$ cat src/rtl/alu_sched_pkg.sv
// Shared types and constants for the two-client ALU scheduler.
package alu_sched_pkg;

  localparam int unsigned DATA_W_DEFAULT = 8;

  localparam logic [1:0] OP_ADD = 2'b00;
  localparam logic [1:0] OP_SUB = 2'b01;
  localparam logic [1:0] OP_MUL = 2'b10;
  localparam logic [1:0] OP_DIV = 2'b11;

  typedef enum logic [2:0] {
    StIdle,
    StIssueOp,
    StIssueA,
    StIssueB,
    StWaitEnd,
    StResp,
    StDrain
  } state_e;

endpackage

$ cat src/rtl/alu_scheduler_if.sv
// Client request/response and serial-ALU pins of the scheduler.
// slave: the scheduler's view; master: the clients plus ALU driving the scheduler.
interface alu_scheduler_if import alu_sched_pkg::*; #(
  parameter int unsigned DATA_W = DATA_W_DEFAULT
) ();

  logic [1:0]        req_valid;
  logic [1:0]        req_op0;
  logic [1:0]        req_op1;
  logic [DATA_W-1:0] req_a0;
  logic [DATA_W-1:0] req_a1;
  logic [DATA_W-1:0] req_b0;
  logic [DATA_W-1:0] req_b1;
  logic [1:0]        req_ready;
  logic [1:0]        rsp_valid;
  logic [DATA_W-1:0] rsp_data;
  logic              rsp_err;
  logic              busy;
  logic              alu_begin;
  logic [1:0]        alu_op_code;
  logic [DATA_W-1:0] alu_inbus;
  logic [DATA_W-1:0] alu_outbus;
  logic              alu_end;

  modport slave (
    input  req_valid, req_op0, req_op1, req_a0, req_a1, req_b0, req_b1, alu_outbus, alu_end,
    output req_ready, rsp_valid, rsp_data, rsp_err, busy, alu_begin, alu_op_code, alu_inbus
  );

  modport master (
    output req_valid, req_op0, req_op1, req_a0, req_a1, req_b0, req_b1, alu_outbus, alu_end,
    input  req_ready, rsp_valid, rsp_data, rsp_err, busy, alu_begin, alu_op_code, alu_inbus
  );

endinterface

$ cat src/rtl/rr_arb2.sv
// Two-way round-robin arbiter; combinational, the caller owns the last-granted register.
module rr_arb2 (
  input  logic [1:0] req,
  input  logic       last,
  output logic [1:0] gnt,
  output logic       idx
);

  always_comb begin
    idx = req[1];
    if (&req) idx = ~last;
    gnt = 2'b00;
    if (|req) gnt[idx] = 1'b1;
  end

endmodule

$ cat src/rtl/alu_scheduler.sv
// Shares one serial-protocol ALU between two requesters with round-robin arbitration.
// Optional END watchdog enabled by defining ALU_SCHED_TIMEOUT_EN.
module alu_scheduler import alu_sched_pkg::*; #(
  parameter int unsigned DATA_W         = DATA_W_DEFAULT,
  parameter int unsigned TIMEOUT_CYCLES = 64
) (
  input logic            clk,
  input logic            reset,
  alu_scheduler_if.slave bus
);

  state_e            state_q;
  logic              ptr_q;  // index holding priority when both request
  logic              win_q;
  logic [DATA_W-1:0] a_q, b_q;
  logic [1:0]        req_ready_q, rsp_valid_q, alu_op_code_q;
  logic [DATA_W-1:0] rsp_data_q, alu_inbus_q;
  logic              busy_q, alu_begin_q;
  logic [1:0]        gnt;
  logic              idx, last;

  assign last = ~ptr_q;

  rr_arb2 u_arb (
    .req  (bus.req_valid),
    .last (last),
    .gnt  (gnt),
    .idx  (idx)
  );

`ifdef ALU_SCHED_TIMEOUT_EN
  localparam int unsigned CntW = $clog2(TIMEOUT_CYCLES + 1);
  logic [CntW-1:0] cnt_q;
  logic            rsp_err_q;
  assign bus.rsp_err = rsp_err_q;
`else
  logic unused_timeout;
  assign unused_timeout = TIMEOUT_CYCLES[0];
  assign bus.rsp_err    = 1'b0;
`endif

  always_ff @(posedge clk or posedge reset) begin
    if (reset) begin
      state_q       <= StIdle;
      ptr_q         <= 1'b0;
      win_q         <= 1'b0;
      a_q           <= '0;
      b_q           <= '0;
      req_ready_q   <= 2'b00;
      rsp_valid_q   <= 2'b00;
      rsp_data_q    <= '0;
      busy_q        <= 1'b0;
      alu_begin_q   <= 1'b0;
      alu_op_code_q <= 2'b00;
      alu_inbus_q   <= '0;
`ifdef ALU_SCHED_TIMEOUT_EN
      cnt_q         <= '0;
      rsp_err_q     <= 1'b0;
`endif
    end else begin
      req_ready_q <= 2'b00;
      rsp_valid_q <= 2'b00;
      unique case (state_q)
        StIdle: begin
          if (|bus.req_valid) begin
            req_ready_q   <= gnt;
            win_q         <= idx;
            ptr_q         <= ~idx;
            a_q           <= idx ? bus.req_a1 : bus.req_a0;
            b_q           <= idx ? bus.req_b1 : bus.req_b0;
            alu_op_code_q <= idx ? bus.req_op1 : bus.req_op0;
            alu_begin_q   <= 1'b1;
            alu_inbus_q   <= '0;
            busy_q        <= 1'b1;
            state_q       <= StIssueOp;
          end
        end
        StIssueOp: begin
          alu_inbus_q <= a_q;
          state_q     <= StIssueA;
        end
        StIssueA: begin
          alu_begin_q <= 1'b0;
          alu_inbus_q <= b_q;
          state_q     <= StIssueB;
        end
        StIssueB: begin
          state_q <= StWaitEnd;
`ifdef ALU_SCHED_TIMEOUT_EN
          cnt_q   <= '0;
`endif
        end
        StWaitEnd: begin
          if (bus.alu_end) begin
            rsp_data_q         <= bus.alu_outbus;
            rsp_valid_q[win_q] <= 1'b1;
            state_q            <= StResp;
          end
`ifdef ALU_SCHED_TIMEOUT_EN
          else if (cnt_q == CntW'(TIMEOUT_CYCLES - 1)) begin
            rsp_data_q         <= '0;
            rsp_err_q          <= 1'b1;
            rsp_valid_q[win_q] <= 1'b1;
            state_q            <= StResp;
          end else begin
            cnt_q <= cnt_q + 1'b1;
          end
`endif
        end
        StResp: begin
          state_q <= StDrain;
`ifdef ALU_SCHED_TIMEOUT_EN
          // A timed-out ALU never raised END, so there is nothing to drain.
          rsp_err_q <= 1'b0;
          if (rsp_err_q) begin
            state_q <= StIdle;
            busy_q  <= 1'b0;
          end
`endif
        end
        StDrain: begin
          if (!bus.alu_end) begin
            state_q <= StIdle;
            busy_q  <= 1'b0;
          end
        end
        default: state_q <= StIdle;
      endcase
    end
  end

  assign bus.req_ready   = req_ready_q;
  assign bus.rsp_valid   = rsp_valid_q;
  assign bus.rsp_data    = rsp_data_q;
  assign bus.busy        = busy_q;
  assign bus.alu_begin   = alu_begin_q;
  assign bus.alu_op_code = alu_op_code_q;
  assign bus.alu_inbus   = alu_inbus_q;

endmodule

$ cat src/flat_wrapper.sv
// flat-port wrapper written by rule: the top's interface ports become plain ports
module alu_scheduler_flat import alu_sched_pkg::*;
#(
  parameter int unsigned DATA_W         = DATA_W_DEFAULT,
  parameter int unsigned TIMEOUT_CYCLES = 64
)
  (clk, reset, bus_req_valid, bus_req_op0, bus_req_op1, bus_req_a0, bus_req_a1, bus_req_b0, bus_req_b1, bus_alu_outbus, bus_alu_end, bus_req_ready, bus_rsp_valid, bus_rsp_data, bus_rsp_err, bus_busy, bus_alu_begin, bus_alu_op_code, bus_alu_inbus);
  alu_scheduler_if #(.DATA_W(DATA_W)) bus_i ();
  input logic clk;
  input logic reset;
  input wire logic [$bits(bus_i.req_valid)-1:0] bus_req_valid;
  input wire logic [$bits(bus_i.req_op0)-1:0] bus_req_op0;
  input wire logic [$bits(bus_i.req_op1)-1:0] bus_req_op1;
  input wire logic [$bits(bus_i.req_a0)-1:0] bus_req_a0;
  input wire logic [$bits(bus_i.req_a1)-1:0] bus_req_a1;
  input wire logic [$bits(bus_i.req_b0)-1:0] bus_req_b0;
  input wire logic [$bits(bus_i.req_b1)-1:0] bus_req_b1;
  input wire logic [$bits(bus_i.alu_outbus)-1:0] bus_alu_outbus;
  input wire logic [$bits(bus_i.alu_end)-1:0] bus_alu_end;
  output wire logic [$bits(bus_i.req_ready)-1:0] bus_req_ready;
  output wire logic [$bits(bus_i.rsp_valid)-1:0] bus_rsp_valid;
  output wire logic [$bits(bus_i.rsp_data)-1:0] bus_rsp_data;
  output wire logic [$bits(bus_i.rsp_err)-1:0] bus_rsp_err;
  output wire logic [$bits(bus_i.busy)-1:0] bus_busy;
  output wire logic [$bits(bus_i.alu_begin)-1:0] bus_alu_begin;
  output wire logic [$bits(bus_i.alu_op_code)-1:0] bus_alu_op_code;
  output wire logic [$bits(bus_i.alu_inbus)-1:0] bus_alu_inbus;
  assign bus_i.req_valid = bus_req_valid;
  assign bus_i.req_op0 = bus_req_op0;
  assign bus_i.req_op1 = bus_req_op1;
  assign bus_i.req_a0 = bus_req_a0;
  assign bus_i.req_a1 = bus_req_a1;
  assign bus_i.req_b0 = bus_req_b0;
  assign bus_i.req_b1 = bus_req_b1;
  assign bus_i.alu_outbus = bus_alu_outbus;
  assign bus_i.alu_end = bus_alu_end;
  assign bus_req_ready = bus_i.req_ready;
  assign bus_rsp_valid = bus_i.rsp_valid;
  assign bus_rsp_data = bus_i.rsp_data;
  assign bus_rsp_err = bus_i.rsp_err;
  assign bus_busy = bus_i.busy;
  assign bus_alu_begin = bus_i.alu_begin;
  assign bus_alu_op_code = bus_i.alu_op_code;
  assign bus_alu_inbus = bus_i.alu_inbus;
  alu_scheduler #(.DATA_W(DATA_W), .TIMEOUT_CYCLES(TIMEOUT_CYCLES)) u_core (.clk(clk), .reset(reset), .bus(bus_i));
endmodule
$ cat config.mk
export PLATFORM = sky130hd
export DESIGN_NAME = alu_scheduler_flat
export DESIGN_NICKNAME = d
export VERILOG_FILES = /design/src/rtl/alu_sched_pkg.sv /design/src/rtl/alu_scheduler_if.sv /design/src/rtl/rr_arb2.sv /design/src/rtl/alu_scheduler.sv /design/src/flat_wrapper.sv
export SDC_FILE = /design/constraint.sdc
export NUM_CORES = 1
export LEC_CHECK = 0
export BUFFER_PORTS_ARGS = -buffer_cell sky130_fd_sc_hd__buf_4
export CORE_MARGIN = 2
export CORE_UTILIZATION = 55
export CTS_BUF_LIST = sky130_fd_sc_hd__clkbuf_4
export DETAILED_ROUTE_END_ITERATION = 8
export GPL_TIMING_DRIVEN = 0
export PLACE_DENSITY = 0.95
export SLEW_MARGIN = 5
export SYNTH_ARGS = -nofsm -noshare
export SYNTH_HDL_FRONTEND = slang
export SYNTH_SLANG_ARGS = --single-unit
$ cat constraint.sdc
create_clock -name clk -period 2.6 [get_ports clk]
set_input_delay 0.26 -clock clk [delete_from_list [all_inputs] [get_ports clk]]
set_output_delay 0.26 -clock clk [all_outputs]
set_load 0.02 [all_outputs]
==> metrics.log <==
INFO  metric finalNetCount = 306
INFO  metric critical_path.slowest_cell = sky130_fd_sc_hd__nor3b_1
INFO  metric path_cells = buf_6 > nor3b_1 > and2_1 > a221o_1
INFO  metric clockBufferDepth = 2
INFO  metric final_min_period_over_clock_period = 66.7%
INFO  metric cts_setup_buffers = 0
INFO  metric overall_fraction_of_global_route_tracks_in_use = 26.0%
INFO  metric slew_headroom = 42.1%
INFO  metric die_height = 66.1 um
INFO  metric worst-path-max-fanout = 10
INFO  metric root_buffer = sky130_fd_sc_hd__clkbuf_4
INFO  metric io_pins = 74
INFO  metric dominant_delay_contributor_by_cell_family_on_the_critical_path = simple AND/OR/NAND/NOR gates
INFO  metric static-leakage-power = 1.39 nW
INFO  metric cts_max_level = 2
INFO  metric cts.reportedPaths.clkPinSlew = 130 ps
INFO  metric port-buffer-count = 72
INFO  metric finalWeightedCongestion = 0.839
INFO  metric antenna_violating_nets_post_route = 0
INFO  metric grt_first_pass_wirelength = 8.28 mm
INFO  metric postRouteWirelength = 5.03 mm
INFO  metric clock_sinks = 45
INFO  metric pin_count_of_the_biggest_net_entering_global_routing = 31
INFO  metric routed_via_density = 5.63
INFO  metric post-synth-top-count-cell = sky130_fd_sc_hd__dfrtp_1
INFO  metric cap_viol_max_count = 0
INFO  metric dp.final_hpwl = 3.78 mm
INFO  metric routedWlPerCell = 16.5 um
INFO  metric initial_antenna_violation_count = 0
INFO  metric post_route_cells_drive_above_1_share = 46.7%
INFO  metric grt-busiest-layer = met2
INFO  metric cts_tree = yes
INFO  metric postCtsResizedCells = 0
INFO  metric finalPower = 3.17 mW
INFO  metric number_of_flops_mapped_to_enable_cells_by_yosys = 0
INFO  metric final-hold-violation-count = 0
INFO  metric fin_tns_setup = 0 ps
INFO  metric cp_data_required_time = 2910 ps
INFO  metric gr-usage-met1 = 34.2%
INFO  metric synth.distinct_cells = 30
INFO  metric clk-insertion-delay-late = 370 ps
INFO  metric tightest_pin_transition = 859 ps
INFO  metric core_region_area = 3690 sq um
INFO  metric netlist.top_cell.by_area = sky130_fd_sc_hd__dfrtp_1
INFO  metric area.growth.synth_to_final = 33.2%
INFO  metric first_iter_violations = 178
INFO  metric run_status = finished, final reports clean
INFO  metric yosys_warnings = 0
INFO  metric placedCellCount = 297
INFO  metric crit_path_start_kind = flop
INFO  metric power.ir.vdd_worst = 733 uV
INFO  metric design.die.area = 4370 sq um
INFO  metric fp.dieW = 66.1 um
INFO  metric async_reset_ff_share = 100%
INFO  metric power-per-cell-area = 1120 nW/um^2
INFO  metric synth-main-ff-cell = sky130_fd_sc_hd__dfrtp_1
INFO  metric share_of_the_yosys_chip_area_belonging_to_registers = 53.1%
INFO  metric floorplan.initialDensity = 57.5%
INFO  metric worstHoldPathType = in -> reg
INFO  metric setup_viol_count_final = 0
INFO  metric synthTopCellsByArea = sky130_fd_sc_hd__dfrtp_1 (53%), sky130_fd_sc_hd__a221o_1 (11%), sky130_fd_sc_hd__nor3_2 (4.7%)
INFO  metric cp_capture_type = flop
INFO  metric syn-num-nets = 225
INFO  metric post_layout_nonfiller_instances = 305
INFO  metric fmaxAchievable = 576 MHz
INFO  metric post_synth_design_cell_area = 2120 sq um
INFO  metric hold_bufs_inserted_after_cts = 1
INFO  metric antenna_cells_inserted = 0
INFO  metric slew_violations = 0
INFO  metric met3_usage = 3.92%
INFO  metric cts_made_buffers = 5
INFO  metric routed-via-count = 1716
INFO  metric synth_common_cells = sky130_fd_sc_hd__dfrtp_1 (45), sky130_fd_sc_hd__a221o_1 (23), sky130_fd_sc_hd__nand2_1 (21)
INFO  metric syn-mean-instance-area = 12.0 sq um
INFO  metric critical_path_buf_inv_count = 1
INFO  metric drt_pre_antenna_iters = 5
INFO  metric critical_path_class = reg -> reg
INFO  metric finalWorstPathRequiredPeriod = 1730 ps
INFO  metric global_route.overflow_total = 0
INFO  metric worst_path_largest_cell_delay = 720 ps
INFO  metric grt.met2_usage = 42.1%
INFO  metric drc = 0
INFO  metric core.rowCount = 22
INFO  metric finClkSkew = 14.3 ps
INFO  metric grt_setup_unrepaired = false
INFO  metric synth_top_area_share = 53.1%
INFO  metric post_synth_inst_count = 176
INFO  metric number_of_global_route_vias_before_repair = 1723
INFO  metric arrival = 2050 ps
INFO  metric synth_seq_cells = 45
-- final timing paths --
check,slack (ps),to,startpoint,cells after the start
setup / recovery,870,u_core.bus.alu_inbus[1]$_DFFE_PP0P_,u_core.state_q[0]$_DFFE_PP0P_,4
hold / removal,110,u_core.a_q[4]$_DFFE_PP0P_,bus_req_a0[4],2
setup reg to reg,870,u_core.bus.alu_inbus[1]$_DFFE_PP0P_,u_core.state_q[0]$_DFFE_PP0P_,4
hold reg to reg,490,u_core.bus.rsp_valid[0]$_DFF_PP0_,u_core.win_q$_DFFE_PP0P_,1
max in group asynchronous,1730,u_core.a_q[7]$_DFFE_PP0P_,reset,4
min in group asynchronous,410,u_core.bus.rsp_data[4]$_DFFE_PP0P_,reset,3
-- worst register-to-register path, stage by stage (launching register included) --
cell and delay (ps):
sky130_fd_sc_hd__dfrtp_1 430, sky130_fd_sc_hd__buf_6 180, sky130_fd_sc_hd__nor3b_1 720, sky130_fd_sc_hd__and2_1 260, sky130_fd_sc_hd__a221o_1 120
-- layer usage --
layer / up-vias / share of wire [%]
li1: 800 / -
met1: 846 / 40
met2: 59 / 53
met3: 11 / 4.5
met4: 0 / 2.5
met5: - / 0
-- registers in the layout, summed over array words and instances (netlist names) --
| register | count |
|---|---|
| u_core.a_q | 8 |
| u_core.b_q | 8 |
| u_core.bus.alu_begin | 1 |
| u_core.bus.alu_inbus | 8 |
| u_core.bus.alu_op_code | 2 |
| u_core.bus.busy | 1 |
| u_core.bus.req_ready | 2 |
| u_core.bus.rsp_data | 8 |
| u_core.bus.rsp_valid | 2 |
| u_core.ptr_q | 1 |
| u_core.state_q | 3 |
| u_core.win_q | 1 |
-- cells by family after synthesis --
family,after synthesis,synth area share [%]
AO/OA/AOI/OAI,37,15.9
buffers and inverters,25,7.85
flip-flops,45,53.1
multiplexers,8,4.25
other,1,0.177
AND/OR/NAND/NOR,60,18.7
-- through the flow --
| stage | worst slack [ps] | instance area, sq um | hold WS [ps] | utilization, % |
|---|---|---|---|---|
| floorplan | 1220 | 2120 | 397 | - |
| detailed placement | 908 | 2740 | 260 | 74.3 |
| global placement | 769 | 2720 | 444 | 73.7 |
| finish | 865 | 2820 | 110 | 76.5 |
| global route | 689 | 2820 | 103 | 76.5 |
| CTS | 841 | 2820 | 109 | 76.5 |
-- cells in the final DEF, fill, tap and decap left out, types with 4 or more instances in the layout --
cell | synthesis | final
sky130_fd_sc_hd__nand2_1 | 21 | 21
sky130_fd_sc_hd__inv_1 | 11 | 10
sky130_fd_sc_hd__and2_1 | 9 | 9
sky130_fd_sc_hd__buf_2 | 4 | 4
sky130_fd_sc_hd__o21ai_0 | 5 | 5
sky130_fd_sc_hd__nor3_2 | 10 | 10
sky130_fd_sc_hd__mux2_2 | 8 | 8
sky130_fd_sc_hd__a221o_1 | 23 | 23
sky130_fd_sc_hd__nor3_1 | 5 | 5
sky130_fd_sc_hd__buf_6 | 6 | 6
sky130_fd_sc_hd__buf_4 | 3 | 75
sky130_fd_sc_hd__clkbuf_4 | 0 | 5
sky130_fd_sc_hd__dfrtp_1 | 45 | 45
-- power breakdown --
group	internal [mW]	switching [mW]	total (mW)
combinational	0.758	0.792	1.55
clock	0.196	0.224	0.420
sequential	1.01	0.190	1.20
-- layout make-up --
class | count | area (sq um)
flip-flops and latches | 45 | 1130
fillers | 246 | 866
multi-input cells | 106 | 827
repair buffers | 74 | 571
plain buffers | 14 | 125
well taps | 48 | 60.1
inverters | 11 | 41.3
clock buffers | 5 | 37.5
clock inverters | 2 | 35.0
No activity file was read; power rests on OpenSTA's default activity.
